### src/rtl/mips_hilo_pkg.sv
// rtl/mips_hilo_pkg.sv - shared types and constants for the HI/LO and divider unit
package mips_hilo_pkg;

  localparam int DIV_ITERS  = 32;
  localparam int ITER_CNT_W = 6;

  typedef enum logic [2:0] {
    IDLE,
    PREP,
    ITER,
    FIXUP,
    DONE
  } div_state_t;

endpackage

### src/rtl/div_seq.sv
// rtl/div_seq.sv - sequential restoring divider for DIV/DIVU with sign fixup
module div_seq
  import mips_hilo_pkg::*;
#(
  parameter int WIDTH = DIV_ITERS
) (
  input  logic             clk,
  input  logic             rst_n,
  input  logic             div_start,
  input  logic             div_signed,
  input  logic [WIDTH-1:0] dividend,
  input  logic [WIDTH-1:0] divisor,
  output logic [WIDTH-1:0] quotient,
  output logic [WIDTH-1:0] remainder,
  output logic             wr_en,
  output logic             div_busy,
  output logic             div_done,
  output logic             div_zero
);

  localparam logic [ITER_CNT_W-1:0] LAST_STEP = ITER_CNT_W'(WIDTH - 1);

  div_state_t              state_q, state_d;
  logic [WIDTH-1:0]        dvd_q, dvd_d;
  logic [WIDTH-1:0]        dvs_q, dvs_d;
  logic                    sgn_q, sgn_d;
  logic [WIDTH-1:0]        mag_q, mag_d;
  logic [WIDTH-1:0]        rem_q, rem_d;
  logic [WIDTH-1:0]        quo_q, quo_d;
  logic [ITER_CNT_W-1:0]   cnt_q, cnt_d;
  logic                    neg_quo_q, neg_quo_d;
  logic                    neg_rem_q, neg_rem_d;
  logic                    busy_q, busy_d;
  logic                    done_q, done_d;
  logic                    zero_q, zero_d;
  logic                    wr_en_q, wr_en_d;
  logic [WIDTH:0]          trial;

  // Trial remainder is one bit wider so a borrow shows up in the MSB.
  assign trial = {rem_q, quo_q[WIDTH-1]} - {1'b0, mag_q};

  always_comb begin
    state_d   = state_q;
    dvd_d     = dvd_q;
    dvs_d     = dvs_q;
    sgn_d     = sgn_q;
    mag_d     = mag_q;
    rem_d     = rem_q;
    quo_d     = quo_q;
    cnt_d     = cnt_q;
    neg_quo_d = neg_quo_q;
    neg_rem_d = neg_rem_q;
    done_d    = 1'b0;
    zero_d    = 1'b0;
    wr_en_d   = 1'b0;

    case (state_q)
      IDLE: begin
        if (div_start) begin
          dvd_d   = dividend;
          dvs_d   = divisor;
          sgn_d   = div_signed;
          state_d = PREP;
        end
      end
      PREP: begin
        if (dvs_q == '0) begin
          zero_d  = 1'b1;
          done_d  = 1'b1;
          state_d = DONE;
        end else begin
          quo_d     = (sgn_q && dvd_q[WIDTH-1]) ? -dvd_q : dvd_q;
          mag_d     = (sgn_q && dvs_q[WIDTH-1]) ? -dvs_q : dvs_q;
          rem_d     = '0;
          cnt_d     = '0;
          neg_quo_d = sgn_q & (dvd_q[WIDTH-1] ^ dvs_q[WIDTH-1]);
          neg_rem_d = sgn_q & dvd_q[WIDTH-1];
          state_d   = ITER;
        end
      end
      ITER: begin
        rem_d = trial[WIDTH] ? {rem_q[WIDTH-2:0], quo_q[WIDTH-1]} : trial[WIDTH-1:0];
        quo_d = {quo_q[WIDTH-2:0], ~trial[WIDTH]};
        cnt_d = cnt_q + ITER_CNT_W'(1);
        if (cnt_q == LAST_STEP) begin
          wr_en_d = 1'b1;
          state_d = FIXUP;
        end
      end
      FIXUP: begin
        done_d  = 1'b1;
        state_d = DONE;
      end
      DONE: begin
        state_d = IDLE;
      end
      default: begin
        state_d = IDLE;
      end
    endcase

    busy_d = (state_d != IDLE);
  end

  always_ff @(posedge clk or negedge rst_n) begin
    if (!rst_n) begin
      state_q   <= IDLE;
      dvd_q     <= '0;
      dvs_q     <= '0;
      sgn_q     <= 1'b0;
      mag_q     <= '0;
      rem_q     <= '0;
      quo_q     <= '0;
      cnt_q     <= '0;
      neg_quo_q <= 1'b0;
      neg_rem_q <= 1'b0;
      busy_q    <= 1'b0;
      done_q    <= 1'b0;
      zero_q    <= 1'b0;
      wr_en_q   <= 1'b0;
    end else begin
      state_q   <= state_d;
      dvd_q     <= dvd_d;
      dvs_q     <= dvs_d;
      sgn_q     <= sgn_d;
      mag_q     <= mag_d;
      rem_q     <= rem_d;
      quo_q     <= quo_d;
      cnt_q     <= cnt_d;
      neg_quo_q <= neg_quo_d;
      neg_rem_q <= neg_rem_d;
      busy_q    <= busy_d;
      done_q    <= done_d;
      zero_q    <= zero_d;
      wr_en_q   <= wr_en_d;
    end
  end

  // wr_en is high for the FIXUP cycle, when the magnitudes are final.
  assign quotient  = neg_quo_q ? -quo_q : quo_q;
  assign remainder = neg_rem_q ? -rem_q : rem_q;
  assign wr_en     = wr_en_q;
  assign div_busy  = busy_q;
  assign div_done  = done_q;
  assign div_zero  = zero_q;

endmodule

### src/rtl/hilo_div_unit.sv
// rtl/hilo_div_unit.sv - architectural HI/LO registers fed by multiplier, divider and MTHI/MTLO
module hilo_div_unit
  import mips_hilo_pkg::*;
#(
  parameter int WIDTH = DIV_ITERS
) (
  input  logic               Clk,
  input  logic               reset,
  input  logic [2*WIDTH-1:0] mul_result,
  input  logic               mult_done,
  input  logic               div_start,
  input  logic               div_signed,
  input  logic [WIDTH-1:0]   dividend,
  input  logic [WIDTH-1:0]   divisor,
  input  logic               mthi_en,
  input  logic               mtlo_en,
  input  logic [WIDTH-1:0]   move_data,
  output logic [WIDTH-1:0]   hi_out,
  output logic [WIDTH-1:0]   lo_out,
  output logic               div_busy,
  output logic               div_done,
  output logic               div_zero
);

  logic [WIDTH-1:0] hi_q, hi_d;
  logic [WIDTH-1:0] lo_q, lo_d;
  logic [WIDTH-1:0] div_quo;
  logic [WIDTH-1:0] div_rem;
  logic             div_wr;

  div_seq #(
    .WIDTH(WIDTH)
  ) u_div_seq (
    .clk       (Clk),
    .rst_n     (reset),
    .div_start (div_start),
    .div_signed(div_signed),
    .dividend  (dividend),
    .divisor   (divisor),
    .quotient  (div_quo),
    .remainder (div_rem),
    .wr_en     (div_wr),
    .div_busy  (div_busy),
    .div_done  (div_done),
    .div_zero  (div_zero)
  );

  // Divider result beats a same-edge multiply, which beats MTHI/MTLO.
  always_comb begin
    hi_d = hi_q;
    lo_d = lo_q;
    if (div_wr) begin
      hi_d = div_rem;
      lo_d = div_quo;
    end else if (mult_done) begin
      hi_d = mul_result[2*WIDTH-1:WIDTH];
      lo_d = mul_result[WIDTH-1:0];
    end else begin
      if (mthi_en) hi_d = move_data;
      if (mtlo_en) lo_d = move_data;
    end
  end

  always_ff @(posedge Clk or negedge reset) begin
    if (!reset) begin
      hi_q <= '0;
      lo_q <= '0;
    end else begin
      hi_q <= hi_d;
      lo_q <= lo_d;
    end
  end

  assign hi_out = hi_q;
  assign lo_out = lo_q;

endmodule

### config.mk
export PLATFORM = sky130hd
export DESIGN_NAME = hilo_div_unit
export DESIGN_NICKNAME = d
export VERILOG_FILES = /design/src/rtl/mips_hilo_pkg.sv /design/src/rtl/div_seq.sv /design/src/rtl/hilo_div_unit.sv
export SDC_FILE = /design/constraint.sdc
export NUM_CORES = 1
export LEC_CHECK = 0
export ABC_AREA = 1
export BUFFER_PORTS_ARGS = -buffer_cell sky130_fd_sc_hd__buf_2
export CORE_ASPECT_RATIO = 1.1
export CORE_MARGIN = 2
export CORE_UTILIZATION = 64
export DETAILED_ROUTE_END_ITERATION = 8
export PLACE_DENSITY = 0.88
export SYNTH_ARGS = -nofsm -noshare
export SYNTH_HDL_FRONTEND = slang
export SYNTH_SLANG_ARGS = --single-unit
### constraint.sdc
create_clock -name Clk -period 3.9 [get_ports Clk]
set_clock_uncertainty 0.05 [all_clocks]
set_input_delay 0.78 -clock Clk [delete_from_list [all_inputs] [get_ports Clk]]
set_output_delay 0.78 -clock Clk [all_outputs]
set_load 0.05 [all_outputs]
==> impl_results.md, run 1 <==
* Outcome: finished with violations
* Failing checks: design-rule violations
* Per-cell routed wire length at 17.9 microns
* P_leak at 0.0103 uW
* Post-CTS Resized at 0
* Final count of hold timing violations at 0
* Port buffer count at 233
* Worst slew pin tran at 1040 ps
* Clock Tree Buf Depth at 3
* CP cell instances: inv_1 -> ha_1 -> inv_2 -> nor3_2 -> inv_1 -> nor2_4 -> nand4_2 -> nand3_4 -> inv_4 -> nor2_8 -> inv_2 -> o21ai_0
* Final Max Slew Viols at 0
* # clock sinks at 240
* Met2 wire length at 25900 microns
* Seq/Total Area, Yosys at 35.6%
* Syn Nets at 2816
* CTS tree: yes
* Rows at 62
* GRT Overall Usage at 40.6%
* Asr flop ratio synth at 100%
* Unrepaired setup endpoints after global routing: false
* Clk root buf: clkbuf_16
* EDFF count, synth at 0
* Maximum VDD drop at 0.754 mV
* Number of routed nets with antenna violations at 0
* Total Wirelength at 56900 microns
* Slew HR at 30.8%
* Commonest non-fill, non-tap cell in the layout: nand2_1
* Share of the synthesized area in the top cell type at 35.6%
* Vias/cell at 5.91
* Hold_buf cts at 0
* Reg2reg start: u_div_seq.dvs_q[0]
* Unique masters post-synth at 45
* Synth top area cells: dfrtp_1 36%, nand2_1 19%, nand3_1 9.6%
* Worst reg2reg path endpoint: u_div_seq.quo_q[5]
* Max-cap violations at 0
* Yosys reg bits at 240
* Final worst slack at 822 ps
* Global route overflow at 0
* Worst EP required at 4300 ps
* Inserted Diodes at 0
* Die width at 159 microns
* Via Count at 18700
* Starting Density at 64.8%
* Core ar. at 26000 sq um
* H-Tree Level Count at 1
* HP Class: in -> async
* Wl on met1 at 22400 microns
* Synth-to-layout area growth at 13.9%
* Vias in the first global route at 17500
* Die Y at 174 microns
* Initial antenna violation count at 0
* Post-route DRC at 1
* R2R Setup Slk at 820 ps
* Num ports at 234
* First-pass GRT wire length at 90600 microns
* Synthesized area at 16900 sq um
* Final setup vio count at 0
* RD Place Congestion at 1.04
* Tcrit/Tclk final at 78.9%
* Synth Instances at 2611
* Crit-path max cell delay at 450 ps
* Die Area at 27600 sq um
* CTS buffer count at 26
* Fin crit period at 3080 ps
* Register area at 6010 sq um
* CP arrival at 3470 ps
* Clock latency on the worst-skew pair at 550 ps
* Multi-input gate area at 9300 sq um
* Crit. End Element: flip-flop
* Crit-path max FO at 46
* Synth Flop Type: dfrtp_1
* Clock transition at the registers of the reported paths at 70 ps
* Layout fillers at 2153
* Post-place setup slack at 902 ps
* CP max stage cell: nor2_8
* Postcts setup bufs at 0
* Initial DRC Count at 1939
* Layout net count at 3003
* Largest net degree at the start of global routing at 99
* Critical path type: reg -> reg
* Final std cells w/o fill at 3170
* Avg Synthesized Cell Area at 6.45 sq um
* Fraction of layout cells with a size suffix above 1 at 12.4%
* Area leader, netlist: dfrtp_1
* Setup TNS at 0 ps
* Worst r2r path cells at 12
* DR pass1 iterations at 9
* Placed cell count at 3122
* Met3 Wirelength at 5350 microns
* Worst Setup Start Kind: flip-flop
* Leading cell types in the layout, fill and taps excluded: 843 x nand2_1, 321 x nand3_1, 307 x inv_1
* DP Wirelength at 43300 microns
* Fmax at 325 MHz
* Highest routed layer: met4
* Pwr/cell area at 868 nW/um^2
* Yosys Warn Count at 0
metal layers:
layer	vias to the layer above	GRT usage, %
li1	8759	-
met1	8586	53.3
met2	1186	66.1
met3	191	5.44
met4	0	20.8
met5	-	0
layout make-up:
cell class              count  area share (%)
well taps                 352            2.29
inverters                 313            6.13
flip-flops and latches    240            31.3
multi-input cells        1965            48.5
repair buffers            252            7.13
clock inverters            17            1.03
clock buffers              31            3.64
cell usage after synthesis (3+ instances only):
master      n
nand2_1   843
nand3_1   322
inv_1     308
nor2_1    252
dfrtp_1   240
a21oi_1   187
o21ai_0   105
clkbuf_1   68
ha_1       37
xor2_1     36
nand4_1    33
nor3_1     31
mux2_2     17
buf_2      13
nand3b_1   13
o211ai_1   13
o21ai_1    12
xnor2_1    10
and2_1      7
buf_1       7
or2_2       7
nand2_2     6
a21o_1      4
buf_4       4
nor2_2      4
o21bai_1    4
inv_2       3
o21a_1      3
kinds of logic after synthesis:
| kind of cell | after synthesis | share of synthesized area, % |
|---|---|---|
| buffers and inverters | 406 | 9.29 |
| adders and majority gates | 38 | 2.87 |
| DFF | 240 | 35.6 |
| xor gates and xnor gates | 46 | 2.39 |
| AOI/OAI and AO/OA | 337 | 10.5 |
| and+or+nand+nor | 1527 | 38.2 |
| muxes | 17 | 1.14 |
sequential cells by signal, summed over array words and instances, names as in the netlist:
signal,flops
hi_out,32
lo_out,32
u_div_seq.cnt_q,6
u_div_seq.div_busy,1
u_div_seq.div_done,1
u_div_seq.div_zero,1
u_div_seq.dvd_q,32
u_div_seq.dvs_q,32
u_div_seq.mag_q,32
u_div_seq.neg_quo_q,1
u_div_seq.neg_rem_q,1
u_div_seq.quo_q,32
u_div_seq.rem_q,32
u_div_seq.sgn_q,1
u_div_seq.state_q,3
u_div_seq.wr_en,1
report_power, final:
group	internal [uW]	leakage [uW]	total, uW	switching, uW
clock	1500	0.000429	2580	1080
combinational	2980	0.00696	9650	6680
sequential	3400	0.00290	4440	1030
per-stage QoR:
stage	util [%]	area [sq um]	hold slack (ps)	total power, uW
2_1_floorplan	-	16900	399	11200
6_report	73.9	19200	182	16700
4_1_cts	73.9	19200	254	16400
3_3_place_gp	70.4	18300	408	13500
5_1_grt	73.9	19200	276	18000
3_5_place_dp	70.4	18300	411	13700
how the worst max path moves through the flow:
| stage | from | end | slack, ps | cells after the start |
|---|---|---|---|---|
| after global placement | u_div_seq.dvs_q[0] | u_div_seq.quo_q[24] | 1010 | 13 |
| final | u_div_seq.dvs_q[0] | u_div_seq.quo_q[5] | 820 | 12 |
| after CTS | u_div_seq.dvs_q[0] | u_div_seq.quo_q[23] | 880 | 13 |
| after detailed placement | u_div_seq.dvs_q[0] | u_div_seq.quo_q[23] | 900 | 13 |
| after global routing | u_div_seq.quo_q[31] | u_div_seq.rem_q[31] | 620 | 17 |
| after floorplan | u_div_seq.quo_q[31] | u_div_seq.rem_q[10] | 1610 | 16 |
critical path, delay by kind of cell (launching register included):
| family | cells | cell delay, ps |
|---|---|---|
| flip-flops | 1 | 390 |
| buffers and inverters | 5 | 580 |
| AO/OA/AOI/OAI | 1 | 270 |
| AND/OR/NAND/NOR | 5 | 1420 |
| adder cells (fa/ha/maj) | 1 | 230 |
(Power assumes the default switching activity.)
==> run 2: changes to the inputs <==
- CORE_UTILIZATION: 64 -> 53
- PLACE_DENSITY: 0.88 -> 0.77
- clock period: 3.9 -> 2.5 ns (I/O delays scaled with it)
==> impl_results.md, run 2 (synthesis results as in run 1) <==
* Hold Crit Start: dividend[5]
* Met2 wire length at 28000 microns
* Maximum VDD drop at 0.892 mV
* Initial antenna violation count at 0
* RD Place Congestion at 0.992
* GRT Overall Usage at 34.9%
* H-Tree Level Count at 1
* Worst hold slack at 114 ps
* Cell mode on critical path: nand2_1
* Port buffer count at 233
* Fin crit period at 2420 ps
* Final Max Slew Viols at 0
* Pwr/cell area at 1380 nW/um^2
* Switching Fraction at 51.3%
* Core ar. at 31300 sq um
* Worst Path Buf+Inv at 2
* Met3 Wirelength at 4960 microns
* Clock power share at 15.1%
* Final count of hold timing violations at 0
* Clock latency on the worst-skew pair at 570 ps
* Sw power at 14300 uW
* Highest routed layer: met4
* Die Y at 191 microns
* Internal at 13600 uW
* Layout net count at 3071
* Crit-path max FO at 12
* Tcrit/Tclk final at 96.6%
* P_leak at 0.0107 uW
* Critical path type: reg -> reg
* Logic pwr share at 60.2%
* Clock Tree Buf Depth at 3
* Worst EP required at 2890 ps
* Slew HR at 55.9%
* Worst slew pin tran at 655 ps
* Fmax at 414 MHz
* DR pass1 iterations at 6
* Post-place setup slack at -8.82 ps
* CP arrival at 2810 ps
* Max-cap violations at 0
* Vias in the first global route at 17100
* Number of routed nets with antenna violations at 0
* Global route overflow at 0
* Largest net degree at the start of global routing at 56
* Final worst slack at 84.3 ps
* Vias/cell at 5.58
* CTS tree: yes
* CP max stage cell: dfrtp_1
* Crit path max-delay family: simple AND/OR/NAND/NOR gates
* Total Wirelength at 60000 microns
* Outcome: completed
* Via Count at 18400
* Post-route DRC at 0
* # clock sinks at 240
* Per-cell routed wire length at 18.1 microns
* Starting Density at 53.8%
* Setup crit start: u_div_seq.rem_q[27]
* Clk root buf: clkbuf_16
* Die Area at 33200 sq um
* Crit. End Element: flip-flop
* Clock transition at the registers of the reported paths at 60 ps
* First-pass GRT wire length at 92000 microns
* CP cell instances: ha_2 -> nand2_1 -> nor2_1 -> nand2_1 -> inv_1 -> a21oi_4 -> nand2_4 -> nand2_4 -> buf_6 -> nand3_1 -> nand3_1 -> nand2_1
* Worst Setup Start Kind: flip-flop
* Crit-path max cell delay at 560 ps
* Num ports at 234
* DP Wirelength at 46800 microns
* Inserted Diodes at 0
* Reg2reg start: u_div_seq.rem_q[27]
* HP Class: in -> reg
* Final setup vio count at 0
* Fraction of layout cells with a size suffix above 1 at 15.5%
* Rows at 68
* Leading cell types in the layout, fill and taps excluded: 836 x nand2_1, 318 x nand3_1, 305 x inv_1
* Commonest non-fill, non-tap cell in the layout: nand2_1
* Initial DRC Count at 1690
* Die width at 174 microns
* Wl on met1 at 24400 microns
* Reg power frac at 24.6%
* Synth-to-layout area growth at 19.9%
* CTS buffer count at 29
[run 2: layer usage]
metal,GRT usage [%],up-vias
li1,-,8889
met1,45.1,8501
met2,59.1,893
met3,5.07,150
met4,14.1,0
met5,0,-
[run 2: worst register-to-register path: stages, from the launching register on]
cell and delay [ps]:
dfrtp_1 560, ha_2 390, nand2_1 110, nor2_1 70, nand2_1 120, inv_1 80, a21oi_4 250, nand2_4 110
nand2_4 120, buf_6 160, nand3_1 80, nand3_1 110, nand2_1 70
[run 2: what timing repair did]
item                                   4_1_cts  5_1_grt
endpoints found under the hold margin       49        0
setup buffers                                0        3
hold buffers                                 1        0
gates cloned                                 0        3
setup endpoints to repair                    5       66
gates resized for setup                      6       50
pin swaps                                    0        9
[run 2: cell type report]
type	count	area, sq um
Clock inverter	11	134
Inverter	313	1180
Clock buffer	40	827
Tap cell	420	526
Fill cell	2984	11100
Multi-Input combinational cell	1966	9550
Sequential cell	240	6010
Timing Repair Buffer	316	1980
[run 2: path summary, 6_finish.rpt]
check                                 endpoint  slack [ps]  cells past startpoint
max                        u_div_seq.rem_q[10]          80                     12
min                         u_div_seq.dvd_q[5]         110                      2
max reg2reg                u_div_seq.rem_q[10]          80                     12
min reg2reg                         hi_out[15]         430                      2
max in group asynchronous   u_div_seq.dvd_q[2]        1330                      3
min in group asynchronous           hi_out[11]         400                      2
[run 2: metrics by stage]
step	TNS (ps)	util, %	instance area (sq um)	instances	power [uW]
finish	0	64.5	20200	3306	27900
global route	-258	64.5	20200	3306	30000
CTS	0	63.5	19900	3300	26800
detailed placement	-11.0	60.3	18900	3248	22400
global placement	0	60.3	18900	3248	22100
floorplan	0	-	16900	2611	17400
[run 2: power groups by stage]
| stage | Sequential [uW] | Combinational, uW | Clock [uW] |
|---|---|---|---|
| final | 6870 | 16800 | 4220 |
| after global routing | 7030 | 18500 | 4420 |
| after detailed placement | 6820 | 15600 | 0 |
| after CTS | 6760 | 15800 | 4270 |
| after floorplan | 6760 | 10600 | 0 |
| after global placement | 6760 | 15400 | 0 |
==> run 3: changes to the inputs <==
==> constraint.sdc (replaced) <==
create_clock -name Clk -period 2.5 [get_ports Clk]
set_clock_uncertainty 0.05 [all_clocks]
set_input_delay 0.25 -clock Clk [delete_from_list [all_inputs] [get_ports Clk]]
set_output_delay 0.25 -clock Clk [all_outputs]
set_load 0.05 [all_outputs]
==> impl_results.md, run 3 (synthesis results as in run 1) <==
* Outcome: completed
* DR pass1 iterations at 6
* Max-cap violations at 0
* Crit. End Element: flip-flop
* Pwr/cell area at 1330 nW/um^2
* Die Area at 33200 sq um
* Clock transition at the registers of the reported paths at 60 ps
* Layout fillers at 2815
* Vias in the first global route at 17600
* Post-place setup slack at 41.0 ps
* Fraction of layout cells with a size suffix above 1 at 14.8%
* CTS buffer count at 28
* Final setup vio count at 0
* Layout net count at 3141
* Clock power share at 15.2%
* P_leak at 0.0110 uW
* Placed cell count at 3253
* Leading cell types in the layout, fill and taps excluded: 839 x nand2_1, 319 x nand3_1, 304 x inv_1
* Internal at 13400 uW
* Switching Fraction at 51.3%
* Final count of hold timing violations at 0
* Global route overflow at 0
* Reg power frac at 24.7%
* Clk root buf: clkbuf_16
* Placed cell area at 18900 sq um
* First-pass GRT wire length at 95100 microns
* Slew HR at 56.3%
* Final worst slack at 51.0 ps
* Hold path cells at 5
* Unrepaired setup endpoints after global routing: true
* Number of routed nets with antenna violations at 0
* Final Max Slew Viols at 0
* Via Count at 18700
* # clock sinks at 240
* Tot Pwr at 27600 uW
* Logic pwr share at 60.1%
* Fin crit period at 2450 ps
* Final std cells w/o fill at 3375
* Per-cell routed wire length at 18.1 microns
* Clock latency on the worst-skew pair at 560 ps
* DP Wirelength at 46600 microns
* Vias/cell at 5.55
* HP Class: in -> reg
* Sw power at 14100 uW
* H-Tree Level Count at 1
* Die width at 174 microns
* Worst EP required at 2930 ps
* RD Place Congestion at 0.979
* Initial antenna violation count at 0
* Worst Setup Start Kind: flip-flop
* Rows at 68
* Starting Density at 53.8%
* Num ports at 234
* Tcrit/Tclk final at 98.0%
* Worst slew pin tran at 649 ps
* Clock Tree Buf Depth at 3
* Worst r2r path cells at 13
* CP arrival at 2880 ps
* Port buffer count at 233
* GRT Overall Usage at 36.2%
* Post-route DRC at 0
* Post-layout util at 66.3%
* Critical path type: reg -> reg
* CTS tree: yes
* Die Y at 191 microns
* Total Wirelength at 61200 microns
* Inserted Diodes at 0
* Crit-path max FO at 12
* Commonest non-fill, non-tap cell in the layout: nand2_1
* Core ar. at 31300 sq um
* Design area at 20800 sq um
* Largest net degree at the start of global routing at 75
* Fmax at 408 MHz
* Initial DRC Count at 1764
* Synth-to-layout area growth at 23.2%
* Maximum VDD drop at 0.746 mV
[run 3: final cells by class]
class,instances,area (sq um),area share [%]
Inverter,313,1180,5.67
Timing Repair Buffer,387,2660,12.8
Clock buffer,39,823,3.97
Sequential cell,240,6010,28.9
Clock inverter,10,116,0.561
Multi-Input combinational cell,1966,9450,45.5
Tap cell,420,526,2.53
[run 3: worst paths after layout]
kind,from,endpoint,slack [ps]
min in group asynchronous,reset,lo_out[0],180
worst max-delay path,u_div_seq.rem_q[17],u_div_seq.rem_q[6],50
worst min register to register,hi_out[7],hi_out[7],420
max in group asynchronous,reset,u_div_seq.dvs_q[7],1370
worst min-delay path,move_data[17],lo_out[17],20
worst max register to register,u_div_seq.rem_q[17],u_div_seq.rem_q[6],50
[run 3: per-stage QoR]
stage / hold slack [ps] / TNS, ps
detailed placement: 142 / 0
CTS: 2.23 / 0
finish: 19.2 / 0
global route: 29.8 / -133
global placement: 147 / 0
floorplan: -95.6 / 0
[run 3: power groups by stage]
stage / Sequential [uW] / Combinational [uW] / Clock, uW
2_1_floorplan: 6760 / 10600 / 0
3_3_place_gp: 6700 / 15500 / 0
3_5_place_dp: 6760 / 15700 / 0
4_1_cts: 6700 / 15900 / 4220
5_1_grt: 6950 / 18400 / 4380
6_report: 6800 / 16600 / 4190
[run 3: metal layers]
metal	track usage (%)	part of all wire, %	vias up
li1	-	-	9032
met1	47.2	41	8576
met2	58.4	45	928
met3	5.65	8.1	186
met4	18.7	5.6	0
met5	0	0	-
[run 3: timing repair]
item | 4_1_cts | 5_1_grt
setup endpoints to repair | 0 | 72
hold endpoints to repair | 158 | 0
resized for setup | 0 | 38
hold buffers | 70 | 0
buffers inserted | 0 | 2
[run 3: worst max-delay path, stage by stage (launching register included)]
cell and delay [ps]:
dfrtp_1 490, ha_1 420, nand2_2 130, inv_1 50
nand2_1 50, nand2_1 70, nand2_1 60, nand2_1 100
a21oi_4 220, nand3_2 230, buf_6 220, nand3_1 80
nand3_1 90, nand2_1 110
